$ cat src/rtl/pmp_pkg.sv
// rtl/pmp_pkg.sv - PMP configuration types, CSR map constants and cfg legalisation
package pmp_pkg;

    typedef enum logic [1:0] {
        PMP_OFF   = 2'd0,
        PMP_TOR   = 2'd1,
        PMP_NA4   = 2'd2,
        PMP_NAPOT = 2'd3
    } pmp_mode_e;

    typedef enum logic [1:0] {
        ACC_READ  = 2'd0,
        ACC_WRITE = 2'd1,
        ACC_EXEC  = 2'd2
    } access_e;

    typedef struct packed {
        logic       l;
        logic [1:0] rsvd;
        pmp_mode_e  a;
        logic       x;
        logic       w;
        logic       r;
    } pmpcfg_t;

    localparam logic [11:0] CSR_PMPCFG_BASE  = 12'h3A0;
    localparam logic [11:0] CSR_PMPADDR_BASE = 12'h3B0;
    localparam logic [1:0]  PRIV_M           = 2'd3;

    // Reserved bits are forced to zero and the R=0/W=1 combination is illegal, so W drops.
    function automatic pmpcfg_t pmpcfg_legalize(input logic [7:0] raw);
        pmpcfg_t c;
        c      = pmpcfg_t'(raw);
        c.rsvd = 2'b00;
        if (!c.r && c.w) c.w = 1'b0;
        return c;
    endfunction

endpackage

$ cat src/rtl/pmp_entry_match.sv
// rtl/pmp_entry_match.sv - combinational address match for one PMP entry in word space
module pmp_entry_match
    import pmp_pkg::*;
#(
    parameter int AW = 30
) (
    input  pmp_mode_e       mode,
    input  logic [AW-1:0]   lo,
    input  logic [AW-1:0]   hi,
    input  logic [AW-1:0]   a,
    input  logic [AW:0]     e,
    output logic            match,
    output logic            partial
);

    logic          start_in;
    logic          end_in;
    logic [AW-1:0] napot_low;

    // hi ^ (hi+1) sets the trailing-ones run plus one bit: exactly the don't-care bits of a NAPOT region.
    assign napot_low = hi ^ (hi + AW'(1));

    always_comb begin
        start_in = 1'b0;
        end_in   = 1'b0;
        case (mode)
            PMP_TOR: begin
                start_in = (a >= lo) && (a < hi);
                end_in   = (e >= {1'b0, lo}) && (e < {1'b0, hi});
            end
            PMP_NA4: begin
                start_in = (a == hi);
                end_in   = (e == {1'b0, hi});
            end
            PMP_NAPOT: begin
                start_in = ((a ^ hi) & ~napot_low) == '0;
                end_in   = !e[AW] && (((e[AW-1:0] ^ hi) & ~napot_low) == '0);
            end
            default: begin
                start_in = 1'b0;
                end_in   = 1'b0;
            end
        endcase
    end

    assign match   = start_in | end_in;
    assign partial = start_in ^ end_in;

endmodule

$ cat src/rtl/pmp_unit.sv
// rtl/pmp_unit.sv - PMP CSR storage with lock rules and one-stage registered access check
module pmp_unit
    import pmp_pkg::*;
#(
    parameter int NUM_ENTRIES = 16,
    parameter int PADDR_W     = 32
) (
    input  logic               clk,
    input  logic               rst,
    input  logic               csr_we,
    input  logic [11:0]        csr_addr,
    input  logic [31:0]        csr_wdata,
    output logic [31:0]        csr_rdata,
    input  logic               req_valid,
    output logic               req_ready,
    input  logic [PADDR_W-1:0] req_addr,
    input  logic [1:0]         req_size,
    input  logic [1:0]         req_type,
    input  logic [1:0]         req_priv,
    output logic               rsp_valid,
    input  logic               rsp_ready,
    output logic               rsp_fault,
    output logic               rsp_hit,
    output logic [3:0]         rsp_entry
);

    localparam int AW = PADDR_W - 2;

    pmpcfg_t               cfg_q   [NUM_ENTRIES];
    logic [AW-1:0]         addr_q  [NUM_ENTRIES];
    logic [AW-1:0]         lo_w    [NUM_ENTRIES];
    logic [NUM_ENTRIES-1:0] addr_lock;
    logic [NUM_ENTRIES-1:0] ent_match;
    logic [NUM_ENTRIES-1:0] ent_partial;

    logic [1:0]     size_off;
    logic [PADDR_W:0] end_byte;
    logic [AW-1:0]  word_a;
    logic [AW:0]    word_e;

    assign size_off = (req_size == 2'd0) ? 2'd0 : (req_size == 2'd1) ? 2'd1 : 2'd3;
    // One extra bit keeps an access running off the top of memory from wrapping into low addresses.
    assign end_byte = {1'b0, req_addr} + (PADDR_W+1)'(size_off);
    assign word_a   = req_addr[PADDR_W-1:2];
    assign word_e   = end_byte[PADDR_W:2];

    for (genvar i = 0; i < NUM_ENTRIES; i++) begin : g_entry
        if (i == 0) begin : g_first
            assign lo_w[i] = '0;
        end else begin : g_rest
            assign lo_w[i] = addr_q[i-1];
        end

        if (i + 1 < NUM_ENTRIES) begin : g_lock_next
            assign addr_lock[i] = cfg_q[i].l || (cfg_q[i+1].l && cfg_q[i+1].a == PMP_TOR);
        end else begin : g_lock_last
            assign addr_lock[i] = cfg_q[i].l;
        end

        pmp_entry_match #(.AW(AW)) u_match (
            .mode    (cfg_q[i].a),
            .lo      (lo_w[i]),
            .hi      (addr_q[i]),
            .a       (word_a),
            .e       (word_e),
            .match   (ent_match[i]),
            .partial (ent_partial[i])
        );
    end

    always_ff @(posedge clk or posedge rst) begin
        if (rst) begin
            for (int i = 0; i < NUM_ENTRIES; i++) begin
                cfg_q[i]  <= '0;
                addr_q[i] <= '0;
            end
        end else if (csr_we) begin
            for (int i = 0; i < NUM_ENTRIES; i++) begin
                if (csr_addr == CSR_PMPCFG_BASE + 12'(i / 4) && !cfg_q[i].l)
                    cfg_q[i] <= pmpcfg_legalize(csr_wdata[8*(i%4) +: 8]);
                if (csr_addr == CSR_PMPADDR_BASE + 12'(i) && !addr_lock[i])
                    addr_q[i] <= csr_wdata[AW-1:0];
            end
        end
    end

    always_comb begin
        csr_rdata = '0;
        for (int i = 0; i < NUM_ENTRIES; i++) begin
            if (csr_addr == CSR_PMPCFG_BASE + 12'(i / 4))
                csr_rdata[8*(i%4) +: 8] = cfg_q[i];
            if (csr_addr == CSR_PMPADDR_BASE + 12'(i))
                csr_rdata = 32'(addr_q[i]);
        end
    end

    logic       hit;
    logic [3:0] hit_idx;
    pmpcfg_t    sel_cfg;
    logic       sel_partial;
    logic       perm_ok;
    logic       fault;

    // Walk from the top down so the lowest-indexed matching entry is the one left selected.
    always_comb begin
        hit         = 1'b0;
        hit_idx     = '0;
        sel_cfg     = '0;
        sel_partial = 1'b0;
        for (int i = NUM_ENTRIES - 1; i >= 0; i--) begin
            if (ent_match[i]) begin
                hit         = 1'b1;
                hit_idx     = 4'(i);
                sel_cfg     = cfg_q[i];
                sel_partial = ent_partial[i];
            end
        end
    end

    always_comb begin
        case (req_type)
            ACC_READ:  perm_ok = sel_cfg.r;
            ACC_WRITE: perm_ok = sel_cfg.w;
            ACC_EXEC:  perm_ok = sel_cfg.x;
            default:   perm_ok = 1'b0;
        endcase
        if (!hit)
            fault = (req_priv != PRIV_M);
        else if (sel_partial)
            fault = 1'b1;
        else if (req_priv == PRIV_M && !sel_cfg.l)
            fault = 1'b0;
        else
            fault = !perm_ok;
    end

    assign req_ready = !rsp_valid || rsp_ready;

    always_ff @(posedge clk or posedge rst) begin
        if (rst) begin
            rsp_valid <= 1'b0;
            rsp_fault <= 1'b0;
            rsp_hit   <= 1'b0;
            rsp_entry <= '0;
        end else if (req_ready) begin
            rsp_valid <= req_valid;
            if (req_valid) begin
                rsp_fault <= fault;
                rsp_hit   <= hit;
                rsp_entry <= hit_idx;
            end
        end
    end

endmodule
$ cat config.mk
export PLATFORM = sky130hd
export DESIGN_NAME = pmp_unit
export DESIGN_NICKNAME = d
export VERILOG_FILES = /design/src/rtl/pmp_pkg.sv /design/src/rtl/pmp_entry_match.sv /design/src/rtl/pmp_unit.sv
export SDC_FILE = /design/constraint.sdc
export NUM_CORES = 2
export LEC_CHECK = 0
export CAP_MARGIN = 30
export CORE_MARGIN = 8
export CORE_UTILIZATION = 45
export CTS_CLUSTER_DIAMETER = 30
export DETAILED_ROUTE_END_ITERATION = 7
export GPL_TIMING_DRIVEN = 0
export HOLD_SLACK_MARGIN = 0.12
export SYNTH_ARGS = -nofsm -noshare
export SYNTH_HDL_FRONTEND = slang
export SYNTH_SLANG_ARGS = --single-unit
$ cat constraint.sdc
create_clock -name clk -period 24.4 [get_ports clk]
set_clock_uncertainty 0.2 [all_clocks]
set_input_delay 4.88 -clock clk [delete_from_list [all_inputs] [get_ports clk]]
set_output_delay 4.88 -clock clk [all_outputs]
set_load 0.05 [all_outputs]
== Word level (Yosys, flattened, before mapping) ==
Index checks and enable logic that the tools add are counted.
Cells by class
  mux-type cells: 138
  bitwise gates (word level): 128
  $add $sub $neg: 17
  reductions and logical operators: 222
  equal/unequal tests: 105
  order comparisons: 64
Operator list (count)
  XOR 30 bit: 48
  bitwise AND 30 bit: 32
  zero test 30 bit: 32
  equality test 31 x 30 -> 1 bit: 16
  < comparator 31 x 30 -> 1 bit: 16
  adder 30 x 1 -> 30 bit, second input constant: 16
  equality test 30 bit: 16
  < comparator 30 bit: 16
  two-way mux 32 bit: 15
  NOT 30 bit: 16
  >= comparator 31 x 30 -> 1 bit: 15
  >= comparator 30 bit: 15
  two-way mux 8 bit: 32
  equality test 12 x 10 -> 1 bit, second input constant: 20
  logical AND 1 bit: 100
  one-hot mux 1 bit (3 select lines): 33
  equality test 2 bit, second input constant: 34
  AND reduction 2 bit: 33
  two-way mux 4 bit: 16
  zero test 1 bit: 39
  two-way mux 1 bit: 39
  equality test 2 x 1 -> 1 bit, second input constant: 18
  adder 32 x 2 -> 33 bit: 1
  >= comparator 31 x 1 -> 1 bit, second input constant: 1
  other kinds (8): 55
Storage, ports and cells
  word-level logic and storage cells: 774
  output and inout bits: 40
  bits of input ports: 87
  bits in registers: 583

== Logic depth before layout (Yosys ltp) ==
  word-level depth: 33
  depth in mapped cells: 29
  depth with buffers taken out: 26

== Hierarchy ==
A second synthesis with hierarchy kept.
Unflattened totals
  cells, all modules: 9954
  area total of the unflattened synthesis: 84433.5 um^2
By module, submodules not included
  pmp_entry_match: sequential area each 0.0 um^2, area an instance 3498.4 um^2, cells an instance 471, times used 16
  pmp_unit: sequential area each 14589.0 um^2, area an instance 28459.8 um^2, cells an instance 2418, times used 1

== Least setup slack after synthesis ==
OpenSTA, ideal clock, no wires.
  path type: input-to-output
  start: input port csr_addr[10]
  end: output port csr_rdata[14]
  path buffers: 4
  path slack: 11.405 ns
  required time: 19.320 ns
  arrival: 7.915 ns
  stages: 9
  cell sequence: nand4bb_1 -> buf_2 -> buf_2 -> or3_1 -> clkbuf_1 -> nor2_1 -> clkbuf_1 -> a221oi_1 -> a222oi_1
Between the ends
  cells in the longest elaborated chain, start to end: 21
  elaborated cells between the ends (all ways): 40
  those cells by class: eq/ne (20); mux (20)
RTL lines
  from (decl): RTL line pmp_unit.sv:11  | input logic [11:0] csr_addr,
  equality test 12 x 10 -> 1 bit: RTL line pmp_unit.sv:92  | if (csr_addr == CSR_PMPADDR_BASE + 12'(i))
  two-way mux 30 bit: RTL line pmp_unit.sv:92
  two-way mux 8 bit: RTL line pmp_unit.sv:90  | if (csr_addr == CSR_PMPCFG_BASE + 12'(i / 4))
  two-way mux 32 bit (4 in a row): RTL line pmp_unit.sv:92
  two-way mux 8 bit: RTL line pmp_unit.sv:90
  two-way mux 32 bit (4 in a row): RTL line pmp_unit.sv:92
  two-way mux 8 bit: RTL line pmp_unit.sv:90
  two-way mux 32 bit (4 in a row): RTL line pmp_unit.sv:92
  two-way mux 8 bit: RTL line pmp_unit.sv:90
  two-way mux 32 bit (2 in a row): RTL line pmp_unit.sv:92
  two-way mux 32 bit *: RTL line pmp_unit.sv:92
  to (decl): RTL line pmp_unit.sv:13  | output logic [31:0] csr_rdata,
Every way passes the cells marked *; elsewhere a longest branch is shown, timed or not.

== Worst setup path after layout ==
  start: input port csr_addr[1]
  end: output port csr_rdata[4]
Between the ends
  cells in the longest elaborated chain, start to end: 21
  elaborated cells between the ends (all ways): 40
  those cells by class: eq/ne (20); mux (20)
RTL lines (RTL line)
  equality test 12 x 10 -> 1 bit: pmp_unit.sv:90
  two-way mux 8 bit: pmp_unit.sv:90
  two-way mux 30 bit: pmp_unit.sv:92
  two-way mux 32 bit (3 in a row): pmp_unit.sv:92
  two-way mux 8 bit: pmp_unit.sv:90
  two-way mux 32 bit (4 in a row): pmp_unit.sv:92
  two-way mux 8 bit: pmp_unit.sv:90
  two-way mux 32 bit (4 in a row): pmp_unit.sv:92
  two-way mux 8 bit: pmp_unit.sv:90
  two-way mux 32 bit (3 in a row): pmp_unit.sv:92
  two-way mux 32 bit *: pmp_unit.sv:92
Marks and branches as above.

==> results.md <==
- Status: finished with violations
- Failing checks: design-rule violations
- EDFF count, synth: 0
- Hold Fails Final Rpt: 0
- Site Rows: 137
- Pwr Density: 53.83 nW/um^2
- Post-Syn Nets: 9045
- Worst Tran Pin Value: 1.326 ns
- Unrepaired setup endpoints after global routing: false
- # hold bufs at CTS: 0
- Commonest non-fill, non-tap cell in the layout: ha_1
- CTS H-tree lvls: 4
- HPWL Detailed: 339600 um
- Top_reg_cell synth: dfrtp_1
- Fin crit share: 0.6858
- DRT Pass-1 Iters: 8
- Antenna viol nets, final: 0
- Chip Width: 389.7 um
- Antenna violations before repair: 56
- Worst-Skew Late Latency: 0.83 ns
- Reg clk slew, reported paths: 0.04 ns
- Sink Count: 583
- Largest area contributor in the netlist: dfrtp_1
- Min Clock Period, post-route: 16.73 ns
- FMAX: 59.76 MHz
- Avg WL per Cell: 41.30 um
- Worst endpoint data arrival time: 11.65 ns
- DIE AREA: 151900 um^2
- Total power: 0.004089 W
- Worst-path fanout max: 10
- Via count: 78393
- Initial Utilization: 0.4522
- Multi-input logic area: 45400 um^2
- CTS Buffer Depth: 3
- # port buffers: 105
- Drt total wl: 429700 um
- Iter 0 DRT Violations: 14701
- Die height: 389.7 um
- Final instance area: 75960 um^2
- Worst min-delay path category: reg -> reg
- I/O Pins: 127
- Synthesis-stage register bit count: 583
- Most frequent cells in the layout: ha_1 (1115), nand2_1 (818), o21ai_0 (800), a21oi_1 (592), dfrtp_1 (583)
- Leak Pwr: 36.36 nW
- Unique masters post-synth: 89
- Register Area: 14590 um^2
- All-Layer GR Usage: 0.5357
- DRC Markers: 6
- GP Congestion: 1.169
- Worst IR Drop VDD: 59.68 uV
- Nets: 9502
- Largest cells by area after synthesis: dfrtp_1 (23%), ha_1 (22%), o21ai_0 (6.4%), nand2_1 (4.9%), a21oi_1 (4.7%)
- Worst Path Required: 19.32 ns
- Post-synthesis instance area: 62860 um^2
- Post-synthesis sequential area ratio: 0.2321
- Syn Inst Count: 7843
- TritonCTS Buffers: 180
- DR vias/cell: 7.533
- CTS tree: yes
- Synth warn: 0
- Setup TNS: 0 ns
- Core ar.: 139000 um^2
- First-pass GRT wire length: 574100 um
- Worst setup SP type: input port
- Max Cap Viol: 0
- Largest net degree at the start of global routing: 114
- Mean area per synthesized cell: 8.015 um^2
- Layout cells sized above 1: 0.09746
- Crit path kind: in -> out
- Setup ws final: 7.667 ns
- Relative slew slack: 0.1163
- Root Buffer: clkbuf_16
- Place WS: 8.347 ns
- Number of global-route vias before repair: 71100
- Fill count: 13116
- Final Setup Violations: 0
- Critical Path End Type: primary output
- Fin util: 0.5464
- Grt ovf: 0
- Post-CTS sizing: 0
- Layout area overhead: 20.84%
- Ys async rst share: 1.000
- Setup bufs post-CTS: 0
- Cell Area, Placed: 69310 um^2
- Max Slew Vio Count: 0
- Yosys top cell area share: 0.2321
[report_power, final]
part,internal [W],leakage (nW),total (W),switching [W]
Sequential,0.000975,5.78,0.000988,0.0000126
Clock,0.00169,3.16,0.00247,0.000781
Combinational,0.000178,27.4,0.000627,0.000450
[area by class of cell]
| cell class | instances | area share |
|---|---|---|
| diodes | 75 | 0.002471 |
| well taps | 1876 | 0.03090 |
| inverters | 563 | 0.02792 |
| flip-flops and latches | 583 | 0.1921 |
| repair buffers | 275 | 0.04872 |
| clock buffers | 234 | 0.06753 |
| clock inverters | 103 | 0.01675 |
| plain buffers | 291 | 0.01591 |
| multi-input cells | 6406 | 0.5977 |
[per-stage QoR]
| stage | cells | hold WS (ns) |
|---|---|---|
| floorplan | 7843 | 0.2942 |
| global placement | 9824 | 0.2715 |
| detailed placement | 9989 | 0.2749 |
| CTS | 10326 | 0.2885 |
| global route | 10337 | 0.3115 |
| finish | 10406 | 0.2945 |
[sequential cells by signal, summed over array words and instances, names as in the netlist]
| register | count |
|---|---|
| cfg_q | 95 |
| rsp_entry | 4 |
| addr_q | 480 |
| rsp_valid | 1 |
| addr_lock | 1 |
| rsp_hit | 1 |
| rsp_fault | 1 |
[Yosys cell counts, drive strengths merged, types with 49 or more instances]
| cell type | instances |
|---|---|
| a21oi | 593 |
| or4 | 57 |
| a21o | 157 |
| o211ai | 92 |
| inv | 563 |
| a2111oi | 64 |
| nor3 | 166 |
| a221oi | 55 |
| mux2 | 115 |
| nand4 | 226 |
| a31oi | 162 |
| o21ai | 800 |
| a22oi | 83 |
| nor2b | 51 |
| o21a | 49 |
| and4 | 59 |
| nor2 | 431 |
| o22ai | 127 |
| ha | 1115 |
| dfrtp | 583 |
| nand3 | 185 |
| nand2 | 820 |
| buf | 55 |
| o221ai | 54 |
| clkbuf | 236 |
| and3 | 115 |
| a211oi | 86 |
| nor4 | 194 |
[cell families after synthesis]
logic type	count (synthesis)	synth area share
buf+inv	854	0.05201
compound gates	2634	0.2640
flops	583	0.2321
other cells	1	0.00005966
mux	138	0.02546
fa+ha+maj	1115	0.2219
xor+xnor	38	0.005295
simple gates	2480	0.1991
[worst paths after layout]
check                            start            to  slack, ns  depth (start not counted)
max                        csr_addr[1]  csr_rdata[4]       7.67                         11
min                            rsp_hit       rsp_hit       0.29                          2
max reg2reg                 addr_q[67]     rsp_fault      16.84                         21
min reg2reg                    rsp_hit       rsp_hit       0.29                          2
max in group asynchronous          rst   addr_q[178]      18.02                          5
min in group asynchronous          rst   addr_q[368]       4.29                          2
[layer usage]
metal	GRT usage	vias to the layer above	wire length (um)	part of all wire
li1	-	31016	-	-
met1	0.6570	37604	154400	0.36
met2	0.6757	7638	156400	0.36
met3	0.2891	2073	75860	0.18
met4	0.4352	62	42410	0.099
met5	0.004464	-	624	0.0015
[worst max-delay path, cell delays in order]
cell and delay [ns]:
clkdlybuf4s50_1 0.74, buf_2 0.36, buf_1 0.86, buf_2 0.62, clkbuf_1 0.93, buf_1 0.78, o21ai_0 0.35, a21oi_1 0.23
o22ai_1 0.19, a21oi_1 0.72, clkdlybuf4s50_1 0.95
Power figures use the tool's default switching activity.
